**src/rtl/debug_reg_dump.sv**
```systemverilog
// Debug register dump engine: walks a register bank through its debug index
// and streams every register MSByte-first to a byte-wide valid/ready transmitter.
module debug_reg_dump #(
  parameter int unsigned DATA_WIDTH = 32,
  parameter int unsigned NUM_REGS   = 32
) (
  input  logic                  i_clock,
  input  logic                  i_reset,
  input  logic                  i_start,
  input  logic [DATA_WIDTH-1:0] i_reg_debug,
  output logic                  o_debug_step,
  output logic [7:0]            o_tx_data,
  output logic                  o_tx_valid,
  input  logic                  i_tx_ready,
  output logic                  o_busy,
  output logic                  o_done
);

  localparam int unsigned BYTES = DATA_WIDTH / 8;
  localparam int unsigned RCW   = (NUM_REGS > 1) ? $clog2(NUM_REGS) : 1;
  localparam int unsigned BCW   = $clog2(BYTES) + 1;

  typedef enum logic [2:0] {
    S_IDLE,
    S_CAPTURE,
    S_SEND,
    S_STEP,
    S_SETTLE,
    S_DONE
  } state_t;

  state_t                r_state;
  state_t                w_next;
  logic [DATA_WIDTH-1:0] r_shift;
  logic [RCW-1:0]        r_reg_cnt;
  logic [BCW-1:0]        r_byte_cnt;
  logic                  r_debug_step;
  logic                  r_tx_valid;
  logic                  r_busy;
  logic                  r_done;
  logic                  w_xfer;
  logic                  w_last_byte;
  logic                  w_last_reg;

  assign w_xfer      = (r_state == S_SEND) && i_tx_ready;
  assign w_last_byte = (r_byte_cnt == BCW'(BYTES - 1));
  assign w_last_reg  = (r_reg_cnt == RCW'(NUM_REGS - 1));

  // Next-state decode; i_start only matters in IDLE, i_tx_ready only in SEND.
  always_comb begin
    w_next = r_state;
    case (r_state)
      S_IDLE:    if (i_start) w_next = S_CAPTURE;
      S_CAPTURE: w_next = S_SEND;
      S_SEND:    if (w_xfer && w_last_byte) w_next = S_STEP;
      S_STEP:    w_next = w_last_reg ? S_DONE : S_SETTLE;
      S_SETTLE:  w_next = S_CAPTURE;
      S_DONE:    w_next = S_IDLE;
      default:   w_next = S_IDLE;
    endcase
  end

  // State register.
  always_ff @(posedge i_clock or posedge i_reset) begin
    if (i_reset) r_state <= S_IDLE;
    else         r_state <= w_next;
  end

  // Control outputs registered from the next state so they line up with it.
  always_ff @(posedge i_clock or posedge i_reset) begin
    if (i_reset) begin
      r_debug_step <= 1'b0;
      r_tx_valid   <= 1'b0;
      r_busy       <= 1'b0;
      r_done       <= 1'b0;
    end else begin
      r_debug_step <= (w_next == S_STEP);
      r_tx_valid   <= (w_next == S_SEND);
      r_busy       <= (w_next != S_IDLE);
      r_done       <= (w_next == S_DONE);
    end
  end

  // Shift register and counters; shift only on an accepted byte so data holds under stall.
  always_ff @(posedge i_clock or posedge i_reset) begin
    if (i_reset) begin
      r_shift    <= '0;
      r_byte_cnt <= '0;
      r_reg_cnt  <= '0;
    end else begin
      case (r_state)
        S_CAPTURE: begin
          r_shift    <= i_reg_debug;
          r_byte_cnt <= '0;
        end
        S_SEND: begin
          if (w_xfer) begin
            r_shift    <= {r_shift[DATA_WIDTH-9:0], 8'h00};
            r_byte_cnt <= r_byte_cnt + BCW'(1);
          end
        end
        S_STEP: begin
          // The last register leaves the counter at 0 rather than wrapping past it.
          if (w_last_reg) r_reg_cnt <= '0;
          else            r_reg_cnt <= r_reg_cnt + RCW'(1);
        end
        S_DONE:  r_reg_cnt <= '0;
        default: ;
      endcase
    end
  end

  assign o_debug_step = r_debug_step;
  assign o_tx_valid   = r_tx_valid;
  assign o_tx_data    = r_shift[DATA_WIDTH-1 -: 8];
  assign o_busy       = r_busy;
  assign o_done       = r_done;

endmodule

```
**config.mk**
```make
export PLATFORM = sky130hd
export DESIGN_NAME = debug_reg_dump
export DESIGN_NICKNAME = d
export VERILOG_FILES = /design/src/rtl/debug_reg_dump.sv
export SDC_FILE = /design/constraint.sdc
export NUM_CORES = 1
export LEC_CHECK = 0
export CAP_MARGIN = 10
export CELL_PAD_IN_SITES_DETAIL_PLACEMENT = 0
export CELL_PAD_IN_SITES_GLOBAL_PLACEMENT = 1
export CORE_MARGIN = 5
export CORE_UTILIZATION = 41
export CTS_CLUSTER_SIZE = 24
export DETAILED_ROUTE_END_ITERATION = 8
export GPL_ROUTABILITY_DRIVEN = 1
export GPL_TIMING_DRIVEN = 0
export PLACE_DENSITY = 0.85
export SLEW_MARGIN = 25
export SYNTH_ARGS = -nofsm -noshare
export SYNTH_HDL_FRONTEND = slang
export SYNTH_SLANG_ARGS = --single-unit
```
**constraint.sdc**
```tcl
create_clock -name i_clock -period 2.62 [get_ports i_clock]
set_input_delay 0.262 -clock i_clock [delete_from_list [all_inputs] [get_ports i_clock]]
set_output_delay 0.262 -clock i_clock [all_outputs]
set_load 0.005 [all_outputs]
```
==> flow_summary_export.csv <==
group,metric,value,unit
layout,final_cells,307,
cts,ctsLongestPathBuffers,2,
detailed_routing,drtPass1Iterations,4,
grt,antenna_found_initial,0,
cts,cts_sinks,47,
synth,yosysSeqAreaShare,48.06,%
placed_design,place_area,3059,sq um
timing,rsz0062_at_grt,"false",
timing,tns,0,ps
placed_design,io_buffers,47,
cts,clk_latency,300,ps
timing,fin_crit_sh,73.21,%
cts,ctsResizeCount,0,
layout,finalInstanceArea,3162,sq um
timing,skew,4.008,ps
die,rows,28,
critical_path,worst_setup_path_start_kind,"flip-flop",
layout,drive_above_1_share,27.16,%
layout,layout_common_cells,"clkdlybuf4s50_1 (47), dfrtp_1 (47), mux2_4 (28)",
job,cap_viol_max_count,0,
min_path,hp-class,"input port to async pin",
detailed_routing,viasPerCell,4.925,
placed_design,hpwl,3.544,mm
placed_design,dp.cells,300,
detailed_routing,drc,0,
synth,netlist_instances,176,
power_and_ir_drop,p_comb_share,51.8,%
timing,slew_violations,0,
critical_path,crit_path_end_kind,"flip-flop",
power_and_ir_drop,power_density,1152,nW/um^2
grt,grt_pass1_wl,7.900,mm
power_and_ir_drop,seqPwrFrac,34.2,%
timing,min_period,1918,ps
outcome,outcome,"finished clean",
critical_path,path_buf_inv,0,
power_and_ir_drop,p_sw_share,30.29,%
detailed_routing,detail_route.wl_per_cell,15.56,um
critical_path,cp_cell_sequence,"ha_1 -> and3_1 -> ha_1 -> or4_1 -> o211ai_1",
placed_design,place_ws,633.2,ps
cts,cts_buffers,5,
critical_path,worst-path-max-fanout,6,
grt,globalRouteMet1Util,19.22,%
synth,synth_cell_types,33,
power_and_ir_drop,p_int,2.539,mW
power_and_ir_drop,ir_drop,0.4403,mV
critical_path,max_stage_delay,530,ps
die,start_util,41.83,%
die,pin_count,48,
power_and_ir_drop,power.switching,1.103,mW
cts,clk_transition_reported_paths,80,ps
die,fp.coreArea,5851,sq um
timing,worst_pin_slew,640.4,ps
layout,n_fill_cell,502,
critical_path,cp_top_family,"simple AND/OR/NAND/NOR gates",
die,die_y,87.26,um
grt,grt_use_met3,2.744,%
die,die_x,87.26,um
timing,slew-limit-headroom,57.12,%
synth,syn_area,2447,sq um
critical_path,arrival,2140,ps
grt,grt_max_degree,27,
timing,hold_violations,0,
cts,cts_root_buf,"clkbuf_8",
detailed_routing,drt_iter0_drc,25,
grt,grtUsageTotal,13.53,%
synth,yosys_warnings,0,
layout,syn2layout_area_growth,29.19,%
grt,grt_use_met2,20.14,%
cts,cts_tree,"yes",
synth,yosys_register_bits,47,
critical_path,critPathKind,"flip-flop to flip-flop",
power_and_ir_drop,pwr-share-clk,14.0,%
detailed_routing,vias,1512,
critical_path,critical_path.slowest_cell,"or4_1",
grt,grt_pass1_vias,1586,
synth,syn_nets,216,
cts,htree_num_levels,2,
timing,setup_viol_count_final,0,
critical_path,cpMostUsedCell,"ha_1",
cts,cts_setup_buffers,0,
cts,cts-hold-fix-buffers,0,
synth,post_synth.cell_area_avg,13.91,sq um
timing,clock.fmax,521.3,MHz
critical_path,cp.required,2840,ps
grt,overflow,0,
detailed_routing,ant_nets,0,
die,dieArea,7614,sq um
detailed_routing,wirelength,4.776,mm
grt,top_usage_layer,"met2",
timing,finalHoldWorstSlack,171.3,ps
placed_design,gp_congestion,0.6730,
power_and_ir_drop,leakagePower,1.414,nW
timing,layout_setup_ws,701.8,ps
layout,antenna_cells,0,
layout,final_nets,272,
## per-stage QoR
| stage | util, % | power [mW] |
|---|---|---|
| 6_report | 54.04 | 3.642 |
| 5_1_grt | 54.04 | 3.889 |
| 4_1_cts | 54.04 | 3.693 |
| 3_5_place_dp | 52.29 | 3.168 |
| 3_3_place_gp | 51.48 | 3.104 |
| 2_1_floorplan | - | 2.690 |
## per-layer routing
layer / vias to the layer above / routed length, um / part of all wire [%]
met4: 0 / 82 / 1.7
met5: - / 0 / 0
met3: 6 / 254 / 5.3
met1: 729 / 2265 / 47
li1: 737 / - / -
met2: 40 / 2173 / 45
## path summary, 6_finish.rpt
path / slack (ps) / start / end / cells after the start
hold / removal: 170 / i_reset / r_reg_cnt[3] / 2
hold reg to reg: 500 / r_byte_cnt[0] / r_byte_cnt[0] / 1
max in group asynchronous: 1910 / i_reset / r_state[0] / 4
setup reg to reg: 700 / r_reg_cnt[0] / r_reg_cnt[3] / 5
setup / recovery: 700 / r_reg_cnt[0] / r_reg_cnt[3] / 5
min in group i_clock: 500 / r_byte_cnt[0] / r_byte_cnt[0] / 1
## registers in the layout, indices dropped and copies added (netlist names)
register,flops
r_shift,32
r_reg_cnt,5
r_byte_cnt,3
r_state,3
o_busy,1
o_debug_step,1
o_done,1
o_tx_valid,1
## cells in the mapped netlist
cell	number	area, sq um
a31oi_1	1	6.260
nand3b_1	1	7.510
mux2_4	28	420.4
nand2_1	3	11.26
nand3_1	1	5.000
mux2_2	8	90.09
clkbuf_1	2	7.510
o22ai_1	1	6.260
buf_12	2	40.04
nor3b_1	2	15.01
o32a_1	1	10.01
o211ai_1	2	15.01
a21oi_1	1	5.000
o21ai_0	2	10.01
inv_1	6	22.52
o21bai_1	1	7.510
nor2_1	7	26.28
a21o_1	1	7.510
dfrtp_1	47	1176
and3_1	1	6.260
ha_1	4	50.05
nor3_1	1	5.000
a22o_1	14	122.6
nand2b_1	4	25.02
nor2b_1	1	6.260
or4_1	1	7.510
a21oi_4	1	16.27
buf_6	4	45.04
buf_4	9	67.56
mux2_1	12	135.1
or3_1	1	6.260
mux2i_1	4	40.04
nor3b_2	2	25.02
## cell type report
class | instances | area, sq um | share of cell area (%)
inverters | 6 | 22.52 | 0.7123
multi-input cells | 106 | 1089 | 34.43
repair buffers | 49 | 518.0 | 16.38
clock inverters | 1 | 30.03 | 0.9497
plain buffers | 17 | 160.2 | 5.065
flip-flops and latches | 47 | 1176 | 37.20
clock buffers | 6 | 72.57 | 2.295
well taps | 75 | 93.84 | 2.968
## cells by family after synthesis
| family | count (synthesis) | share of synthesized area [%] |
|---|---|---|
| flops | 47 | 48.06 |
| compound gates | 25 | 8.436 |
| simple gates | 25 | 5.982 |
| fa+ha+maj | 4 | 2.045 |
| mux | 52 | 28.02 |
| buf+inv | 23 | 7.464 |
## power groups by stage
stage          Clock [mW]  Sequential [mW]  Combinational, mW
2_1_floorplan           0             1.20               1.49
3_3_place_gp            0             1.25               1.85
3_5_place_dp            0             1.26               1.91
4_1_cts             0.533             1.25               1.91
5_1_grt             0.558             1.29               2.04
6_report            0.510             1.25               1.89
No activity file was read; power rests on OpenSTA's default activity.
